[src/rtl/bcd_pkg.sv]
// Shared constants for the sequential binary-to-BCD converter: FSM state
// encoding and the double-dabble digit-adjust parameters.
package bcd_pkg;

    typedef enum logic [1:0] {
        ST_IDLE  = 2'd0,
        ST_SHIFT = 2'd1,
        ST_DONE  = 2'd2
    } state_t;

    localparam int DIGIT_W    = 4;
    localparam int ADJ_THRESH = 5;
    localparam int ADJ_ADD    = 3;

endpackage

[src/rtl/bcd_digit_adj.sv]
// Single-digit double-dabble correction: a digit of 5 or more gets +3 (mod 16)
// so that the following left shift carries correctly into the next digit.
module bcd_digit_adj
    import bcd_pkg::*;
(
    input  logic [DIGIT_W-1:0] i_digit,
    output logic [DIGIT_W-1:0] o_digit
);

    assign o_digit = (i_digit >= DIGIT_W'(ADJ_THRESH)) ? i_digit + DIGIT_W'(ADJ_ADD)
                                                       : i_digit;

endmodule

[src/rtl/bin2bcd_seq.sv]
// Sequential binary-to-BCD converter, one double-dabble shift per clock, with
// valid/ready on both sides. Define BCD_SIGNED_EN for two's-complement input.
module bin2bcd_seq
    import bcd_pkg::*;
#(
    parameter int BIN_W  = 8,
    parameter int DIGITS = 3
) (
    input  logic                       clk,
    input  logic                       rst_n,
    input  logic                       in_valid,
    output logic                       in_ready,
    input  logic [BIN_W-1:0]           in_bin,
    output logic                       out_valid,
    input  logic                       out_ready,
    output logic [DIGIT_W*DIGITS-1:0]  out_bcd,
    output logic                       out_ovf,
    output logic                       out_neg
);

    localparam int CNT_W = $clog2(BIN_W + 1);
    localparam int BCD_W = DIGIT_W * DIGITS;

    state_t             r_state;
    state_t             w_stateNext;
    logic [BIN_W-1:0]   r_binSr;
    logic [BCD_W-1:0]   r_bcdAcc;
    logic [BCD_W-1:0]   w_bcdAdj;
    logic               r_ovf;
    logic [CNT_W-1:0]   r_cnt;
    logic               r_inReady;
    logic               r_outValid;
    logic [BCD_W-1:0]   r_outBcd;
    logic               r_outOvf;
    logic [BIN_W-1:0]   w_loadMag;
    logic               w_accept;
    logic               w_step;
    logic               w_present;
    logic               w_release;

    genvar g;
    generate
        for (g = 0; g < DIGITS; g++) begin : g_adj
            bcd_digit_adj u_adj (
                .i_digit (r_bcdAcc[g*DIGIT_W +: DIGIT_W]),
                .o_digit (w_bcdAdj[g*DIGIT_W +: DIGIT_W])
            );
        end
    endgenerate

`ifdef BCD_SIGNED_EN
    logic r_neg;
    logic r_outNeg;

    // The most negative value negates to itself, which is the correct unsigned magnitude.
    assign w_loadMag = in_bin[BIN_W-1] ? (BIN_W'(0) - in_bin) : in_bin;
`else
    assign w_loadMag = in_bin;
`endif

    always_ff @(posedge clk or negedge rst_n) begin
        if (!rst_n) begin
            r_state <= ST_IDLE;
        end else begin
            r_state <= w_stateNext;
        end
    end

    always_comb begin
        w_stateNext = r_state;
        case (r_state)
            ST_IDLE:  if (in_valid)                  w_stateNext = ST_SHIFT;
            ST_SHIFT: if (r_cnt == CNT_W'(BIN_W - 1)) w_stateNext = ST_DONE;
            ST_DONE:  if (r_outValid && out_ready)   w_stateNext = ST_IDLE;
            default:                                 w_stateNext = ST_IDLE;
        endcase
    end

    // The first DONE cycle copies the finished accumulator into the output
    // registers; the result is then held until the downstream handshake.
    always_comb begin
        w_accept  = (r_state == ST_IDLE) && in_valid;
        w_step    = (r_state == ST_SHIFT);
        w_present = (r_state == ST_DONE) && !r_outValid;
        w_release = (r_state == ST_DONE) && r_outValid && out_ready;
    end

    always_ff @(posedge clk or negedge rst_n) begin
        if (!rst_n) begin
            r_binSr  <= '0;
            r_bcdAcc <= '0;
            r_ovf    <= 1'b0;
            r_cnt    <= '0;
        end else if (w_accept) begin
            r_binSr  <= w_loadMag;
            r_bcdAcc <= '0;
            r_ovf    <= 1'b0;
            r_cnt    <= '0;
        end else if (w_step) begin
            r_bcdAcc <= {w_bcdAdj[BCD_W-2:0], r_binSr[BIN_W-1]};
            r_binSr  <= {r_binSr[BIN_W-2:0], 1'b0};
            r_ovf    <= r_ovf | w_bcdAdj[BCD_W-1];
            r_cnt    <= r_cnt + CNT_W'(1);
        end
    end

    always_ff @(posedge clk or negedge rst_n) begin
        if (!rst_n) begin
            r_inReady  <= 1'b1;
            r_outValid <= 1'b0;
            r_outBcd   <= '0;
            r_outOvf   <= 1'b0;
        end else begin
            r_inReady <= (w_stateNext == ST_IDLE);
            if (w_present) begin
                r_outValid <= 1'b1;
                r_outBcd   <= r_bcdAcc;
                r_outOvf   <= r_ovf;
            end else if (w_release) begin
                r_outValid <= 1'b0;
            end
        end
    end

`ifdef BCD_SIGNED_EN
    always_ff @(posedge clk or negedge rst_n) begin
        if (!rst_n) begin
            r_neg    <= 1'b0;
            r_outNeg <= 1'b0;
        end else begin
            if (w_accept) begin
                r_neg <= in_bin[BIN_W-1];
            end
            if (w_present) begin
                r_outNeg <= r_neg;
            end
        end
    end

    assign out_neg = r_outNeg;
`else
    assign out_neg = 1'b0;
`endif

    assign in_ready  = r_inReady;
    assign out_valid = r_outValid;
    assign out_bcd   = r_outBcd;
    assign out_ovf   = r_outOvf;

endmodule

[config.mk]
export PLATFORM = sky130hd
export DESIGN_NAME = bin2bcd_seq
export DESIGN_NICKNAME = d
export VERILOG_FILES = /design/src/rtl/bcd_pkg.sv /design/src/rtl/bcd_digit_adj.sv /design/src/rtl/bin2bcd_seq.sv
export SDC_FILE = /design/constraint.sdc
export NUM_CORES = 1
export LEC_CHECK = 0
export BUFFER_PORTS_ARGS = -buffer_cell sky130_fd_sc_hd__buf_2
export CAP_MARGIN = 20
export CORE_UTILIZATION = 38
export CTS_BUF_LIST = sky130_fd_sc_hd__clkbuf_8 sky130_fd_sc_hd__clkbuf_16
export CTS_CLUSTER_DIAMETER = 80
export DETAILED_ROUTE_END_ITERATION = 8
export PLACE_DENSITY = 0.63
export SYNTH_ARGS = -nofsm -noshare
export SYNTH_HDL_FRONTEND = slang
export SYNTH_HIERARCHICAL = 1
export SYNTH_SLANG_ARGS = --single-unit
[constraint.sdc]
create_clock -name clk -period 3.3 [get_ports clk]
set_input_delay 0.66 -clock clk [delete_from_list [all_inputs] [get_ports clk]]
set_output_delay 0.66 -clock clk [all_outputs]
set_load 0.005 [all_outputs]
==> results.md <==
* Row count at 26
* CTS Root Cell: clkbuf_8
* DRC violation count after routing at 0
* Post-synthesis share of cell area spent on and, or, nand and nor gates at 11.5%
* Startpoint Class: flop
* Final period util at 52.0%
* Antenna cell count at 0
* R2R Path Start: r_state[0]
* Power per unit of standard cell area at 910 nW/µm²
* Wire length per cell at 12.9 µm
* Crit. End Element: flop
* Worst Max-Slew Pin Slew at 921 ps
* Synth area leader: dfrtp_1
* Max_slew headroom at about two fifths
* Post-route ant nets at 0
* Number of input and output port buffers inserted at 26
* Met2 usage in global routing at 24.7%
* DRT iter0 DRCs at 70
* Proportion of layout cells with a drive suffix above 1 at about a quarter
* YS warnings at 6
* Data arrival time at the worst-slack endpoint at 1940 ps
* CTS tree: yes
* Global-route wire length before repair at 6440 µm
* Total Nets Final at 231
* Top-level I/O count at 28
* Run status: finished clean
* Vias/cell at between 4 and 5
* Maximum achievable frequency at 0.582 GHz
* Antenna violations before repair at 0
* Setup slack on the worst flop-to-flop path at around 1600 ps
* Multiplexer share of the synthesized area at roughly 8.6%
* Number of enable flip-flop cells after synthesis at 0
* Total leakage power at between 0.001 and 0.0015 µW
* Worst min path class: input pin to asynchronous set/reset pin
* Destination of the worst register-to-register timing path: r_cnt[3]
* Proportion of netlist area held by the largest area contributor at between 40% and 50%
* CTS sink count at between 40 and 50
* GR Util All Layers at 15.2%
* Die span in x at approximately 76 µm
* Synth-to-Final Area Change at 12.1%
* Vias after detailed routing at 1411
* Type of the worst setup path: flop to flop
* RSZ-0062 raised after global routing: false
* Syn nets at 206
* Mapped Avg Cell Area at 11.0 µm²
* Endpoint required time on the critical path at 3520 ps
* Synth Area in XOR/XNOR at between 1 and 1.5%
* Largest cells by area after synthesis: dfrtp_1, mux2_2, a22o_1, ha_1, o21ai_0
* Vert. Die Dim at 75.6 µm
* Maximum fanout along the worst path at 16
* Worst setup startpoint: r_state[0]
* Number of cells upsized or downsized after cts at 0
* H-tree levels at 2
* Worst reg-to-reg path cell count at 4
* Number of iterations in the first detailed-routing pass at 4
* Clock buffers created by TritonCTS at 5
* Clock edge transition at the registers on the reported setup and hold paths at 80 ps
* Routed WL at 3640 µm
* Combinational family with the most area after synthesis: compound AO/OA/AOI/OAI gates
* Main flop type after synthesis: dfrtp_1
* Routability-driven placement congestion ratio at 0.692
* Final Max Tran Viols at 0
* Compound-Gate Fraction of Synth Area at 18.4%
* Most congested layer reported by global routing: met2
* Area occupied by registers at 1050 µm²
* Sequential area share after synthesis at 51.2%
* Hold violation total from the final report at 0
* Filler Cells Inserted at between 500 and 600
* Cells after synthesis at 187
* Detailed Place HPWL at between 2000 and 2500 µm
* Final Core Density at ~45%
* Synth cell types at 33
* Worst clock skew at 4.08 ps
* Number of endpoints failing setup at the final stage at 0
* Flop and latch count out of synthesis at 42
* VDD IR-drop max at 0.255 mV
* Tmin final at 1720 ps
* Maximum number of pins on one net before global-route repair at 43
* Overflow after GRT at 0
* Synthesized-area fraction occupied by adder cells at 4.26%
* # hold bufs at CTS at 0
* Number of violations of the max-capacitance limit at 0
* Total negative slack at 0 ps
* End point of the critical path: r_cnt[3]
* Most frequently used cell type in the post-synthesis netlist: dfrtp_1
* Post-synthesis cell area at 2060 µm²
* Async set-reset flop share out of synthesis at 100%
* Maximum clock insertion buffer count at 2
* Top cells by count, synth: dfrtp_1, nand2_1, o21ai_0, a22o_1, mux2_2
* Effective utilization at floorplan at 39.7%
* Via count of the first global-routing pass at approximately 1400
* Multi-input gate area in the final layout at 910 µm²
* Core region area at between 5000 and 6000 µm²
* Later-pin clock latency in the skew report at 290 ps
* Met3 Track Usage GR at about 4.0%
* Floorplan die area at about 5700 µm²
* Number of buffers inserted to repair setup after CTS at 0
* GRT met1 Usage at 19.6%
[sequential cells by signal (all words and copies together) (netlist names)]
name and count:
out_ovf 1, in_ready 1, out_bcd 12, r_cnt 4, r_state 2, r_binSr 8
r_bcdAcc 12, r_ovf 1, out_valid 1
[power breakdown]
part	internal [µW]	total, µW	leakage (µW)	switching [µW]
clock network	141	308	0.0000519	167
logic	450	846	0.000561	395
registers	725	944	0.000541	219
[critical path, cell delays in order (launching register included)]
cell and delay [ps]:
dfrtp_1 550, o21bai_1 630, buf_4 280, a211oi_1 60, a21oi_1 130
[cell families after synthesis]
kind of cell,count (synthesis)
buffers and inverters,18
multiplexers,16
flip-flops,42
adder cells (fa/ha/maj),7
AND/OR/NAND/NOR,43
other,1
AO/OA/AOI/OAI,57
XOR/XNOR,3
[per-stage QoR]
step	power [µW]	hold slack, ps	setup slack (ps)	instance area (µm²)	instances
after detailed placement	1800	491	1380	2220	275
after CTS	2120	509	1580	2300	283
after floorplan	1590	364	1860	2060	187
final	2100	498	1580	2300	283
after global placement	1780	484	1410	2220	275
after global routing	2310	526	1460	2300	283
[worst min path at each step]
stage                     startpoint         end  slack [ps]  cells after the start
final                          rst_n  out_bcd[3]         500                      1
after global routing         out_ovf     out_ovf         530                      1
after CTS                 out_bcd[0]  out_bcd[0]         510                      1
after detailed placement  out_bcd[0]  out_bcd[0]         490                      1
after global placement    out_bcd[8]  out_bcd[8]         480                      1
after floorplan                rst_n  out_bcd[0]         360                      0
[layout make-up]
type	count	area share, %
Sequential cell	42	45.7
Multi-Input combinational cell	127	39.5
Timing Repair Buffer	28	6.30
Tap cell	70	3.80
Clock buffer	5	2.99
Inverter	8	1.30
Clock inverter	3	0.489
[cells in the final DEF, fill, tap and decap left out, types with 2 or more instances in the layout]
cell type / instances
buf_2: 26
nand2_1: 14
dfrtp_1: 41
buf_4: 2
inv_1: 11
and2b_1: 6
xnor2_1: 3
a22o_1: 13
a21oi_2: 3
nor2b_1: 5
nand2b_1: 6
nor2_1: 7
clkbuf_8: 5
mux2i_1: 3
mux2_2: 13
a21oi_1: 11
ha_1: 7
o21ai_1: 4
o21ai_0: 14
a22oi_1: 7
[per-layer routing]
metal	wire length (µm)	share of wire, %
met3	136	3.7
met1	1840	50
met2	1600	44
met4	61	1.7
met5	0	0
(Power assumes the default switching activity.)
